### src/rtl/cpx_multiply_pipe_if.sv
// cpx_multiply_pipe_if: stream handshake and operand/result bus of the pipelined complex multiplier
interface cpx_multiply_pipe_if #(
   parameter int X_BITS   = 8,
   parameter int Y_BITS   = 8,
   parameter int OUT_BITS = 17
);
   logic                       m_axis_tvalid;
   logic                       s_axis_tready;
   logic signed [X_BITS-1:0]   xi;
   logic signed [X_BITS-1:0]   xq;
   logic signed [Y_BITS-1:0]   yi;
   logic signed [Y_BITS-1:0]   yq;
   logic                       conj;
   logic                       tlast_in;
   logic                       s_axis_tvalid;
   logic                       m_axis_tready;
   logic signed [OUT_BITS-1:0] i_out;
   logic signed [OUT_BITS-1:0] q_out;
   logic                       ovf;
   logic                       tlast_out;
   modport master (
      output m_axis_tvalid, xi, xq, yi, yq, conj, tlast_in, m_axis_tready,
      input  s_axis_tready, s_axis_tvalid, i_out, q_out, ovf, tlast_out
   );
   modport slave (
      input  m_axis_tvalid, xi, xq, yi, yq, conj, tlast_in, m_axis_tready,
      output s_axis_tready, s_axis_tvalid, i_out, q_out, ovf, tlast_out
   );
endinterface

### src/rtl/cpx_multiply_pipe.sv
// cpx_multiply_pipe: 4-stage complex multiplier (x*y or x*conj(y)) with rounding, saturation and stall
module cpx_multiply_pipe #(
   parameter int X_BITS    = 8,
   parameter int Y_BITS    = 8,
   parameter int OUT_BITS  = 17,
   parameter int OUT_SHIFT = 0
) (
   input logic                clk,
   input logic                reset,
   cpx_multiply_pipe_if.slave bus
);
   localparam int P = X_BITS + Y_BITS;
   localparam int F = P + 1;
   localparam int W = (OUT_BITS > F + 1 ? OUT_BITS : F + 1) + 1;
   localparam logic signed [W-1:0] HALF = OUT_SHIFT > 0 ? W'(1) << (OUT_SHIFT > 0 ? OUT_SHIFT - 1 : 0) : '0;
   localparam logic signed [W-1:0] MAXV = (W'(1) << (OUT_BITS - 1)) - W'(1);
   localparam logic signed [W-1:0] MINV = -MAXV - W'(1);
   logic                       en;
   logic                       v1, v2, v3;
   logic                       c1, c2;
   logic                       t1, t2, t3;
   logic signed [X_BITS-1:0]   xi1, xq1;
   logic signed [Y_BITS-1:0]   yi1, yq1;
   logic signed [P-1:0]        pii, pqq, piq, pqi;
   logic signed [F-1:0]        si, sq;
   logic signed [W-1:0]        ri, rq;
   logic signed [OUT_BITS-1:0] i_n, q_n;
   logic                       oi, oq;
   assign en = !bus.s_axis_tvalid || bus.m_axis_tready;
   assign bus.s_axis_tready = en;
   // round half toward +inf in a width wide enough that neither rounding nor clamping can wrap
   always_comb begin
      ri  = (W'(si) + HALF) >>> OUT_SHIFT;
      rq  = (W'(sq) + HALF) >>> OUT_SHIFT;
      oi  = ri > MAXV || ri < MINV;
      oq  = rq > MAXV || rq < MINV;
      i_n = ri > MAXV ? MAXV[OUT_BITS-1:0] : ri < MINV ? MINV[OUT_BITS-1:0] : ri[OUT_BITS-1:0];
      q_n = rq > MAXV ? MAXV[OUT_BITS-1:0] : rq < MINV ? MINV[OUT_BITS-1:0] : rq[OUT_BITS-1:0];
   end
   // stage valids and output registers; reset flushes every in-flight beat
   always_ff @(posedge clk) begin
      if (reset) begin
         v1                <= 1'b0;
         v2                <= 1'b0;
         v3                <= 1'b0;
         bus.s_axis_tvalid <= 1'b0;
         bus.i_out         <= '0;
         bus.q_out         <= '0;
         bus.ovf           <= 1'b0;
         bus.tlast_out     <= 1'b0;
      end else if (en) begin
         v1                <= bus.m_axis_tvalid;
         v2                <= v1;
         v3                <= v2;
         bus.s_axis_tvalid <= v3;
         bus.i_out         <= i_n;
         bus.q_out         <= q_n;
         bus.ovf           <= oi || oq;
         bus.tlast_out     <= t3;
      end
   end
   // datapath: operand capture, four partial products, conj-selected add/sub; conj and tlast ride along
   always_ff @(posedge clk) begin
      if (en) begin
         xi1 <= bus.xi;
         xq1 <= bus.xq;
         yi1 <= bus.yi;
         yq1 <= bus.yq;
         c1  <= bus.conj;
         t1  <= bus.tlast_in;
         pii <= P'(xi1) * P'(yi1);
         pqq <= P'(xq1) * P'(yq1);
         piq <= P'(xi1) * P'(yq1);
         pqi <= P'(xq1) * P'(yi1);
         c2  <= c1;
         t2  <= t1;
         si  <= c2 ? F'(pii) + F'(pqq) : F'(pii) - F'(pqq);
         sq  <= c2 ? F'(pqi) - F'(piq) : F'(piq) + F'(pqi);
         t3  <= t2;
      end
   end
endmodule

### src/flat_wrapper.sv
// flat-port wrapper written by rule: the top's interface ports become plain ports
module cpx_multiply_pipe_flat 
#(
   parameter int X_BITS    = 8,
   parameter int Y_BITS    = 8,
   parameter int OUT_BITS  = 17,
   parameter int OUT_SHIFT = 0
)
  (clk, reset, bus_m_axis_tvalid, bus_xi, bus_xq, bus_yi, bus_yq, bus_conj, bus_tlast_in, bus_m_axis_tready, bus_s_axis_tready, bus_s_axis_tvalid, bus_i_out, bus_q_out, bus_ovf, bus_tlast_out);
  cpx_multiply_pipe_if #(.X_BITS(X_BITS), .Y_BITS(Y_BITS), .OUT_BITS(OUT_BITS)) bus_i ();
  input logic clk;
  input logic reset;
  input wire logic [$bits(bus_i.m_axis_tvalid)-1:0] bus_m_axis_tvalid;
  input wire logic [$bits(bus_i.xi)-1:0] bus_xi;
  input wire logic [$bits(bus_i.xq)-1:0] bus_xq;
  input wire logic [$bits(bus_i.yi)-1:0] bus_yi;
  input wire logic [$bits(bus_i.yq)-1:0] bus_yq;
  input wire logic [$bits(bus_i.conj)-1:0] bus_conj;
  input wire logic [$bits(bus_i.tlast_in)-1:0] bus_tlast_in;
  input wire logic [$bits(bus_i.m_axis_tready)-1:0] bus_m_axis_tready;
  output wire logic [$bits(bus_i.s_axis_tready)-1:0] bus_s_axis_tready;
  output wire logic [$bits(bus_i.s_axis_tvalid)-1:0] bus_s_axis_tvalid;
  output wire logic [$bits(bus_i.i_out)-1:0] bus_i_out;
  output wire logic [$bits(bus_i.q_out)-1:0] bus_q_out;
  output wire logic [$bits(bus_i.ovf)-1:0] bus_ovf;
  output wire logic [$bits(bus_i.tlast_out)-1:0] bus_tlast_out;
  assign bus_i.m_axis_tvalid = bus_m_axis_tvalid;
  assign bus_i.xi = bus_xi;
  assign bus_i.xq = bus_xq;
  assign bus_i.yi = bus_yi;
  assign bus_i.yq = bus_yq;
  assign bus_i.conj = bus_conj;
  assign bus_i.tlast_in = bus_tlast_in;
  assign bus_i.m_axis_tready = bus_m_axis_tready;
  assign bus_s_axis_tready = bus_i.s_axis_tready;
  assign bus_s_axis_tvalid = bus_i.s_axis_tvalid;
  assign bus_i_out = bus_i.i_out;
  assign bus_q_out = bus_i.q_out;
  assign bus_ovf = bus_i.ovf;
  assign bus_tlast_out = bus_i.tlast_out;
  cpx_multiply_pipe #(.X_BITS(X_BITS), .Y_BITS(Y_BITS), .OUT_BITS(OUT_BITS), .OUT_SHIFT(OUT_SHIFT)) u_core (.clk(clk), .reset(reset), .bus(bus_i));
endmodule
### config.mk
export PLATFORM = sky130hd
export DESIGN_NAME = cpx_multiply_pipe_flat
export DESIGN_NICKNAME = d
export VERILOG_FILES = /design/src/rtl/cpx_multiply_pipe_if.sv /design/src/rtl/cpx_multiply_pipe.sv /design/src/flat_wrapper.sv
export SDC_FILE = /design/constraint.sdc
export NUM_CORES = 1
export LEC_CHECK = 0
export ABC_AREA = 1
export CELL_PAD_IN_SITES_DETAIL_PLACEMENT = 1
export CELL_PAD_IN_SITES_GLOBAL_PLACEMENT = 1
export CORE_MARGIN = 5
export CORE_UTILIZATION = 40
export DETAILED_ROUTE_END_ITERATION = 16
export GPL_TIMING_DRIVEN = 1
export PLACE_DENSITY_LB_ADDON = 0.1
export SETUP_SLACK_MARGIN = 0.3
export SLEW_MARGIN = 20
export SYNTH_ARGS = -nofsm -noshare
export SYNTH_HDL_FRONTEND = slang
export SYNTH_SLANG_ARGS = --single-unit
export TNS_END_PERCENT = 50
### constraint.sdc
create_clock -name clk -period 7.35 [get_ports clk]
set_clock_uncertainty 0.15 [all_clocks]
set_input_delay 0.735 -clock clk [delete_from_list [all_inputs] [get_ports clk]]
set_output_delay 0.735 -clock clk [all_outputs]
set_load 0.005 [all_outputs]
# ---- Word level (Yosys, flattened, before mapping)
# Cells that the tools add are included.
dict set report classes {
  n_addsub 4
  n_mul 4
  magnitude_cmp 4
  n_mux 6
  n_reduce_logical 5
}
# op n
set ops {}
lappend ops {{$mux 17} 6}
lappend ops {{$mul 8x8->16} 4}
lappend ops {{$add 16x16->17} 2}
lappend ops {{$gt 17x17->1 const B} 2}
lappend ops {{$lt 17x17->1 const B} 2}
lappend ops {{$sub 16x16->17} 2}
lappend ops {{$logic_or 1x1->1} 4}
lappend ops {{$logic_not 1->1} 1}
dict set report totals {
  regBits 175
  in_bits 38
  output_inout_bits 38
  word_cells 46
}

# ---- Logic depth before layout (Yosys ltp)
# Gate-level depths: netlist of run 1.
dict set report logic_depth {
  depth_word 3
  depth_mapped 21
}

# ---- Least setup slack after synthesis of run 1
# OpenSTA, ideal clock, no wires.
dict set report synth_path {
  kind {input to output}
  start {input bus_m_axis_tready}
  end {output bus_s_axis_tready}
  t_arrival_ns 4.738
  required_time_ns 6.465
  setup_slack_ns 1.727
  path_stages 3
  n_path_buf 1
  cell_sequence {nor2_2 > inv_1 > clkbuf_1}
}
dict set report synth_via {
  elab_chain_len 1
}
# element line
set synth_lines {}
lappend synth_lines {{from (decl)} flat_wrapper.sv:20} ;# input wire logic [$bits(bus_i.m_axis_tready)-1:0] bus_m_axis_tready;
lappend synth_lines {{$logic_or 1x1->1} cpx_multiply_pipe.sv:29} ;# assign en = !bus.s_axis_tvalid || bus.m_axis_tready;
lappend synth_lines {{to (decl)} flat_wrapper.sv:21} ;# output wire logic [$bits(bus_i.s_axis_tready)-1:0] bus_s_axis_tready;
# No other way between the ends.

# ---- Worst setup path after layout of run 1
dict set report layout_path {
  start {register u_core.yi1[2]}
  end {register u_core.pii[14] (data pin)}
}
dict set report layout_via {
  elab_chain_len 1
}
# element line
set layout_lines {}
lappend layout_lines {{from (decl)} cpx_multiply_pipe.sv:23} ;# logic signed [Y_BITS-1:0] yi1, yq1;
lappend layout_lines {{from (signal assigned)} cpx_multiply_pipe.sv:67} ;# yi1 <= bus.yi;
lappend layout_lines {{$mul 8x8->16} cpx_multiply_pipe.sv:71} ;# pii <= P'(xi1) * P'(yi1);
lappend layout_lines {{to (signal assigned)} cpx_multiply_pipe.sv:71}
lappend layout_lines {{to (decl)} cpx_multiply_pipe.sv:24} ;# logic signed [P-1:0] pii, pqq, piq, pqi;
# No other way between the ends.
# A chain may end at the register's enable or synchronous reset.

==> impl_metrics.toml, run 1 <==
[run_status]
status = "finished clean"

[die]
dieWidth_um = 226
rows = 79
die_height_um = 226
die_area_mm2 = 0.0509
start_util_pct = 40.2
io_pins = 76
core_mm2 = 0.0463

[critical_path]
worst_r2r_endpoint = "u_core.pii[14]"
start_kind = "register"
crit_path_end = "u_core.pii[14]"
rrSetupSlack_ps = 2210
required_ps = 7490
worstSetupStartpoint = "u_core.yi1[2]"
timing.rr.start = "u_core.yi1[2]"
cp_max_fo = 16
endpoint_kind = "register"
crit_type = "register to register"
ff2ff_path_depth = 14
cp.arrival_ps = 5280

[timing]
hold_slack_ps = 290
fin_crit_sh_pct = 69.9
final-setup-viol-count = 0
worstMarginPinSlew_ps = 935
fmax_mhz = 195
slew_headroom_pct = 37.6
slew_viol_final = 0
rsz0062_at_grt = "false"
finalSetupTns_ps = 0
layout_min_cycle_time_ps = 5140
hold_viol_final = 0
fin_ws_ps = 2210

[synthesis]
synth_nets = 2651
syn_area_mm2 = 0.0186
syn_inst = 2241
synth_edf_count = 135
ys_types = 41
ys_ff_latch = 175
ys_seq_area_share_pct = 26.1
syn_area_per_cell_um2 = 8.30
ys_async_sr_fraction_pct = 0
ys.flop_type = "edfxtp_1"
yosys_warnings = 0

[placed_design]
place_area_mm2 = 0.0199
place_worst_setup_slack_ps = 2290
place_congestion = 0.853
placedCellCount = 2857
hpwl_mm = 37.6
portBuffers = 75

[drt]
drtAntennaViolNets = 0
firstDrtPassIters = 4
drt-wirelength-per-cell_um = 15.8
first_iter_violations = 511
drt-total-wl_mm = 45.7
viasPerCell = 4.78
drc_errors = 0
vias = 13800

[final_layout]
antenna_cells = 0
layout-drive-gt1-share_pct = 3.11
syn2layout_area_growth_pct = 9.96
finish.net_count = 2679
fin_area_mm2 = 0.0205
fin_cells = 2889
final_common_cell = "inv_1"
final_cell_mix = "inv_1, nand2_1, fa_1, ha_1, edfxtp_1"

[clocking]
cts_made_buffers = 17
clkTransAtPathRegs_ps = 80
cts-root-buf = "clkbuf_16"
cts_num_sinks = 175
ctsHoldBuffers = 0
cts_setup_buffers = 0
cts_resized = 0
clk_path_buf_depth = 2
cts_tree = "built"
clkLatencyLatePin_ps = 490
h-tree-depth = 4

[global_routing]
grt_antenna_before_repair = 0
grt_overflow = 0
grt_pass1_wl_mm = 76.1
first_global_vias = 14900
grt_max_degree = 74
track_usage_pct = 18.9

[pwr]
p_int_uw = 4340
power.density_mw_per_mm2 = 416
ir_worst_vdd_mv = 0.252
p_leak_uw = 0.0109
seqPwrFrac_pct = 23.1
pwr-share-clk_pct = 10.9
switchingPower_uw = 4180
swShare_pct = 49.1
pwr-share-comb_pct = 66.0

[flow_run]
maxCapViolCount = 0

[min_path]
hp-class = "register to register"
-- cell usage after synthesis (2+ instances only) --
cell type	n	area share (%)
buf_2	6	0.16
fa_1	222	24
nand2_2	8	0.27
xor2_1	74	3.5
nor3_1	7	0.19
a31oi_1	8	0.27
edfxtp_1	135	22
a21oi_1	105	2.8
o21ai_0	30	0.81
clkbuf_1	63	1.3
ha_1	150	10
inv_1	596	12
a21oi_2	2	0.094
xnor2_1	34	1.6
o21ai_1	11	0.30
o21bai_2	3	0.18
inv_2	2	0.040
nand3_2	3	0.16
dfxtp_1	40	4.3
nand3b_1	4	0.16
nand3_1	68	1.8
o21ai_2	2	0.094
o21bai_1	6	0.24
or2_2	3	0.10
nor2_2	10	0.34
nand4_1	6	0.20
nor2_1	95	1.9
a21boi_0	3	0.12
nand2_1	533	11
-- logic make-up (layout without fill, tap and decap cells) --
family          after synthesis  count (layout)  synth area share, %
compound gates              174             174                 5.13
xor+xnor                    108             108                 5.09
fa+ha+maj                   372             372                 34.0
buf+inv                     669             710                 13.5
flops                       175             175                 26.1
simple gates                743             743                 16.2
-- worst max-delay path, cell delays in order (launching register included) --
cell and delay [ps]:
edfxtp_1 860, nand2_1 240, inv_1 160, fa_1 530, inv_1 190, fa_1 460
fa_1 520, fa_1 550, inv_1 40, ha_1 350, inv_1 80, nor3_1 320
nand3_1 130, nand3_1 120, xor2_1 240
-- power by group through the flow --
| stage | Clock (µW) | Combinational [µW] | Sequential, µW |
|---|---|---|---|
| detailed placement | 0 | 5700 | 1990 |
| floorplan | 0 | 4200 | 1850 |
| global route | 1000 | 6520 | 2000 |
| finish | 931 | 5620 | 1970 |
| global placement | 0 | 5570 | 1980 |
| CTS | 968 | 5740 | 1970 |
-- worst min path at each step --
| stage | startpoint | end | slack, ps | cells past startpoint |
|---|---|---|---|---|
| 2_1_floorplan | u_core.c1 | u_core.c2 | 250 | 0 |
| 3_3_place_gp | u_core.t2 | u_core.t3 | 250 | 0 |
| 3_5_place_dp | u_core.t1 | u_core.t2 | 270 | 0 |
| 4_1_cts | u_core.t1 | u_core.t2 | 290 | 0 |
| 5_1_grt | u_core.t2 | u_core.t3 | 300 | 0 |
| 6_report | u_core.t1 | u_core.t2 | 290 | 0 |
-- final cells by class --
cell class | count | area, µm²
clock inverter | 14 | 149
tap | 607 | 759
timing repair buffer | 79 | 781
clock buffer | 18 | 429
sequential | 175 | 4850
inverter | 599 | 2250
fill | 5564 | 25800
multi-input combinational | 1397 | 11200
-- through the flow --
| stage | total power [µW] | utilization, % |
|---|---|---|
| 2_1_floorplan | 6050 | - |
| 3_3_place_gp | 7550 | 43.0 |
| 3_5_place_dp | 7690 | 43.0 |
| 4_1_cts | 8680 | 44.2 |
| 5_1_grt | 9520 | 44.2 |
| 6_report | 8520 | 44.2 |
-- flip-flops by register name, summed over array words and instances (netlist names), 8 cells and up --
signal	count
u_core.bus.i_out	17
u_core.bus.q_out	17
u_core.pii	16
u_core.piq	16
u_core.pqi	16
u_core.pqq	16
u_core.si	17
u_core.sq	17
u_core.xi1	8
u_core.xq1	8
u_core.yi1	8
u_core.yq1	8
-- metal layers --
metal / global-route usage, % / wire, µm / vias up
met1: 26.1 / 21800 / 6848
met5: 0 / 0 / -
met3: 3.18 / 1740 / 33
met4: 4.61 / 650 / 0
li1: - / - / 6736
met2: 31.3 / 21500 / 178
Power figures use the tool's default switching activity.
==> run 2: changes to the inputs <==
clock period = 4.85 ns   (was 7.35 ns; I/O delays follow)
==> run 2 against run 1 <==
  * First-iteration DRC count rose by 10%
  * Final cell count is 3.8% higher
  * Sequential share of layout area shrank 1.4 points
  * Routed wire length up 3.3%
  * Worst hold slack hardly changed
  * Die area unchanged
  * Critical path type unchanged
  * Maximum frequency rose by 14%
  * Total power grew 63%
  * Sequential power up 46%
  * Flip-flop and latch count stayed put
==> impl_metrics.toml, run 2 (same netlist as run 1, synthesis figures left out) <==
[drt]
drc_errors = 0
viasPerCell = 4.74
vias = 14200
drt-total-wl_mm = 47.2
first_iter_violations = 562
firstDrtPassIters = 4
drtAntennaViolNets = 0
drt-wirelength-per-cell_um = 15.7

[global_routing]
grt_overflow = 0
grt_max_degree = 72
grt_pass1_wl_mm = 78.2
track_usage_pct = 19.3
first_global_vias = 15200
grt_antenna_before_repair = 0

[timing]
rsz0062_at_grt = "true"
slew_viol_final = 0
hold_slack_ps = 289
worstMarginPinSlew_ps = 841
fmax_mhz = 222
layout_min_cycle_time_ps = 4510
slew_headroom_pct = 44.0
final-setup-viol-count = 0
hold_viol_final = 0
fin_crit_sh_pct = 93.1
fin_ws_ps = 336
finalSetupTns_ps = 0

[placed_design]
hpwl_mm = 38.4
portBuffers = 75
place_worst_setup_slack_ps = 137
place_congestion = 0.841

[clocking]
cts_made_buffers = 17
clkTransAtPathRegs_ps = 80
clkLatencyLatePin_ps = 490
cts-root-buf = "clkbuf_16"
cts_tree = "built"
cts_num_sinks = 175
h-tree-depth = 4
clk_path_buf_depth = 2

[die]
rows = 79
io_pins = 76
die_area_mm2 = 0.0509
dieWidth_um = 226
die_height_um = 226
core_mm2 = 0.0463
start_util_pct = 40.2

[pwr]
p_leak_uw = 0.0115
ir_worst_vdd_mv = 0.303
power.density_mw_per_mm2 = 637

[critical_path]
crit_type = "register to register"
required_ps = 4900
endpoint_kind = "register"
cp_max_fo = 7
cp.arrival_ps = 4570
start_kind = "register"

[final_layout]
final_common_cell = "inv_1"
layout-drive-gt1-share_pct = 11.1
antenna_cells = 0
fin_util_pct = 47.0
multi_input_area_mm2 = 0.0116
syn2layout_area_growth_pct = 16.9
n_fill_cell = 5513
finish.net_count = 2788
final_cell_mix = "inv_1, nand2_1, fa_1, edfxtp_1, ha_1"
seqCellArea_mm2 = 0.00485

[flow_run]
maxCapViolCount = 0

[run_status]
status = "finished clean"

[min_path]
hp-class = "register to register"
-- run 2: cell types whose count changed in the layout (fill, tap and decap cells not counted), moves of 11 or more --
cell     change
a21oi_1     -11
buf_4       +98
ha_1        -21
ha_4        +13
nor2_1      -13
nor2_2      +13
-- run 2: final timing paths --
kind	to	cells after the start	from	slack (ps)
setup / recovery	u_core.piq[15]	17	u_core.yq1[7]	340
hold reg to reg	u_core.t2	0	u_core.t1	290
setup reg to reg	u_core.piq[15]	17	u_core.yq1[7]	340
hold / removal	u_core.t2	0	u_core.t1	290
-- run 2: area by class of cell --
class | instances | area share [%]
Sequential cell | 175 | 22.3
Timing Repair Buffer | 188 | 7.67
Tap cell | 607 | 3.49
Multi-Input combinational cell | 1397 | 53.4
Clock inverter | 15 | 0.731
Clock buffer | 17 | 1.96
Inverter | 599 | 10.4
-- run 2: layer usage --
metal / track usage (%) / up-vias / routed length, µm
li1: - / 6944 / -
met1: 27.1 / 7061 / 22500
met2: 31.8 / 184 / 22600
met3: 2.72 / 34 / 1500
met4: 4.72 / 0 / 633
met5: 0 / - / 0
-- run 2: worst max-delay path: stages (launching register included) --
cell and delay, ps:
edfxtp_1 410, clkinvlp_4 220, buf_4 210, fa_1 450, fa_1 540, inv_1 50, fa_1 540, inv_1 60
fa_1 480, inv_1 40, ha_1 350, nand2_1 170, nor2_2 140, nand3_1 110, nand3_2 110, inv_1 40
nand2_1 50, nand2_1 100
-- run 2: what timing repair did --
item	CTS	global route
gates cloned	0	0
setup endpoints to repair	12	28
hold buffers	0	0
resized for setup	10	99
buffers inserted	33	18
pin swaps	1	24
-- run 2: metrics by stage --
stage,area [µm²],std cells,total power (µW)
after floorplan,18600,2241,9170
after global placement,20300,2915,11600
after detailed placement,20300,2915,11800
after CTS,21200,2980,13300
after global routing,21700,2998,15400
final,21700,2998,13800
-- run 2: power breakdown --
part	total (µW)	switching [µW]	internal (µW)	leakage, µW
logic	9580	5780	3790	0.00940
clock network	1400	711	689	0.000290
registers	2870	285	2590	0.00177
==> run 3: changes to the inputs <==
CAP_MARGIN = 30   (was unset)
CORE_UTILIZATION = 48   (was 40)
==> run 3 against run 2 <==
  * Utilization increased by 9.4 points
  * First-iteration DRC count rose by 36%
  * Via count up 1.8%
  * Clock power about the same
  * Non-clock buffer count down 10
  * Total power rose by 2.7%
  * Flip-flop and latch count unchanged
  * Maximum frequency up 0.11%
  * Register-to-register slack about the same
  * Critical endpoint is now u_core.pqq[15]
==> impl_metrics.toml, run 3 (same netlist as run 1, synthesis figures left out) <==
[timing]
layout_min_cycle_time_ps = 4510
finalSetupTns_ps = 0
fin_ws_ps = 341
fin_crit_sh_pct = 93.0
slew_viol_final = 0
slew_headroom_pct = 37.6
rsz0062_at_grt = "true"
worstMarginPinSlew_ps = 935
hold_viol_final = 0
final-setup-viol-count = 0
fmax_mhz = 222

[clocking]
h-tree-depth = 4
clkLatencyLatePin_ps = 450
cts_made_buffers = 17
cts-root-buf = "clkbuf_16"
cts_tree = "built"
clk_path_buf_depth = 2
cts_num_sinks = 175
clkTransAtPathRegs_ps = 70

[critical_path]
path_buf_inv = 5
slowest_stage = "edfxtp_1"
ff2ff_path_depth = 17
endpoint_kind = "register"
timing.rr.start = "u_core.xq1[4]"
crit_type = "register to register"
worst_r2r_endpoint = "u_core.pqq[15]"
start_kind = "register"
cp_cell_sequence = "buf_4, buf_4, nand2_1, inv_1, fa_1, ha_1, inv_1, fa_1, fa_1, inv_1, ha_1, a21oi_1, o21ai_2, nand3_1, nand3_1, nand3_1, nand2_1"
required_ps = 4900
slowest_delay_ps = 550
rrSetupSlack_ps = 340
path_delay_family = "adder cells"
cp.arrival_ps = 4560
cp_max_fo = 6

[pwr]
finalPower_uw = 14200
ir_worst_vdd_mv = 0.342
p_leak_uw = 0.0114
power.density_mw_per_mm2 = 655

[final_layout]
seqCellArea_mm2 = 0.00485
multi_input_area_mm2 = 0.0117
antenna_cells = 0
finish.net_count = 2778
fin_area_mm2 = 0.0217
fin_util_pct = 56.4
final_common_cell = "inv_1"
layout-drive-gt1-share_pct = 11.1
n_fill_cell = 4589
syn2layout_area_growth_pct = 16.7
final_cell_mix = "inv_1, nand2_1, fa_1, edfxtp_1, ha_1"

[global_routing]
grt_max_degree = 75
grt_antenna_before_repair = 0
grt_overflow = 0
grt_pass1_wl_mm = 78.8
first_global_vias = 15600
track_usage_pct = 23.3

[drt]
drc_errors = 0
vias = 14500
drtAntennaViolNets = 0
firstDrtPassIters = 4
viasPerCell = 4.99
first_iter_violations = 762
drt-wirelength-per-cell_um = 16.9
drt-total-wl_mm = 49.1

[placed_design]
place_worst_setup_slack_ps = 69.3
place_congestion = 0.855
hpwl_mm = 39.0
place_area_mm2 = 0.0202
portBuffers = 75

[die]
start_util_pct = 48.4
die_area_mm2 = 0.0428
io_pins = 76
rows = 72
dieWidth_um = 207
core_mm2 = 0.0385
die_height_um = 207

[flow_run]
maxCapViolCount = 0

[run_status]
status = "finished clean"

[min_path]
holdPathEnd = "u_core.c2"
hp-class = "register to register"
hp-start = "u_core.c1"
whs_path_depth = 0
run 3: cell types whose count changed in the layout (fill, tap and decap cells not counted), sizes merged:
cell,change
clkinv,-4
clkinvlp,-1
clkbuf,+3
buf,-10
inv,+2
run 3: how the worst max path moves through the flow:
stage,start,to,slack [ps],depth (start not counted)
6_report,u_core.xq1[4],u_core.pqq[15],340,17
5_1_grt,u_core.xq1[7],u_core.pqq[12],200,17
4_1_cts,u_core.yq1[2],u_core.piq[15],290,16
3_5_place_dp,u_core.xi1[7],u_core.pii[15],70,17
3_3_place_gp,u_core.xi1[7],u_core.pii[14],90,15
2_1_floorplan,u_core.yq1[2],u_core.pqq[15],260,16
run 3: metrics by stage:
| stage | std cells | hold slack, ps |
|---|---|---|
| 3_3_place_gp | 2818 | 258 |
| 2_1_floorplan | 2241 | 250 |
| 3_5_place_dp | 2818 | 261 |
| 6_report | 2899 | 276 |
| 5_1_grt | 2899 | 304 |
| 4_1_cts | 2879 | 282 |
run 3: report_power, final:
| part | switching (µW) | total (µW) | internal [µW] |
|---|---|---|---|
| clock network | 672 | 1410 | 741 |
| registers | 291 | 2880 | 2590 |
| logic | 5990 | 9930 | 3950 |
| total | 6950 | 14200 | 7280 |
run 3: routing by layer:
metal	share of wire [%]	global-route usage [%]
met5	0	0
met3	4.3	3.17
met2	50	40.4
met4	1.3	5.10
met1	44	31.4
run 3: what timing repair did:
action                                  CTS  global route
pin swaps                                 2            19
hold buffers                              0             0
buffers inserted                         29            20
gates resized for setup                  18           117
endpoints found under the setup margin   19            28
run 3: final cells by class:
cell class	instances	share of cell area (%)
clock buffer	20	2.21
clock inverter	12	0.513
inverter	599	10.4
multi-input combinational	1397	54.0
sequential	175	22.4
tap	518	2.99
timing repair buffer	178	7.58
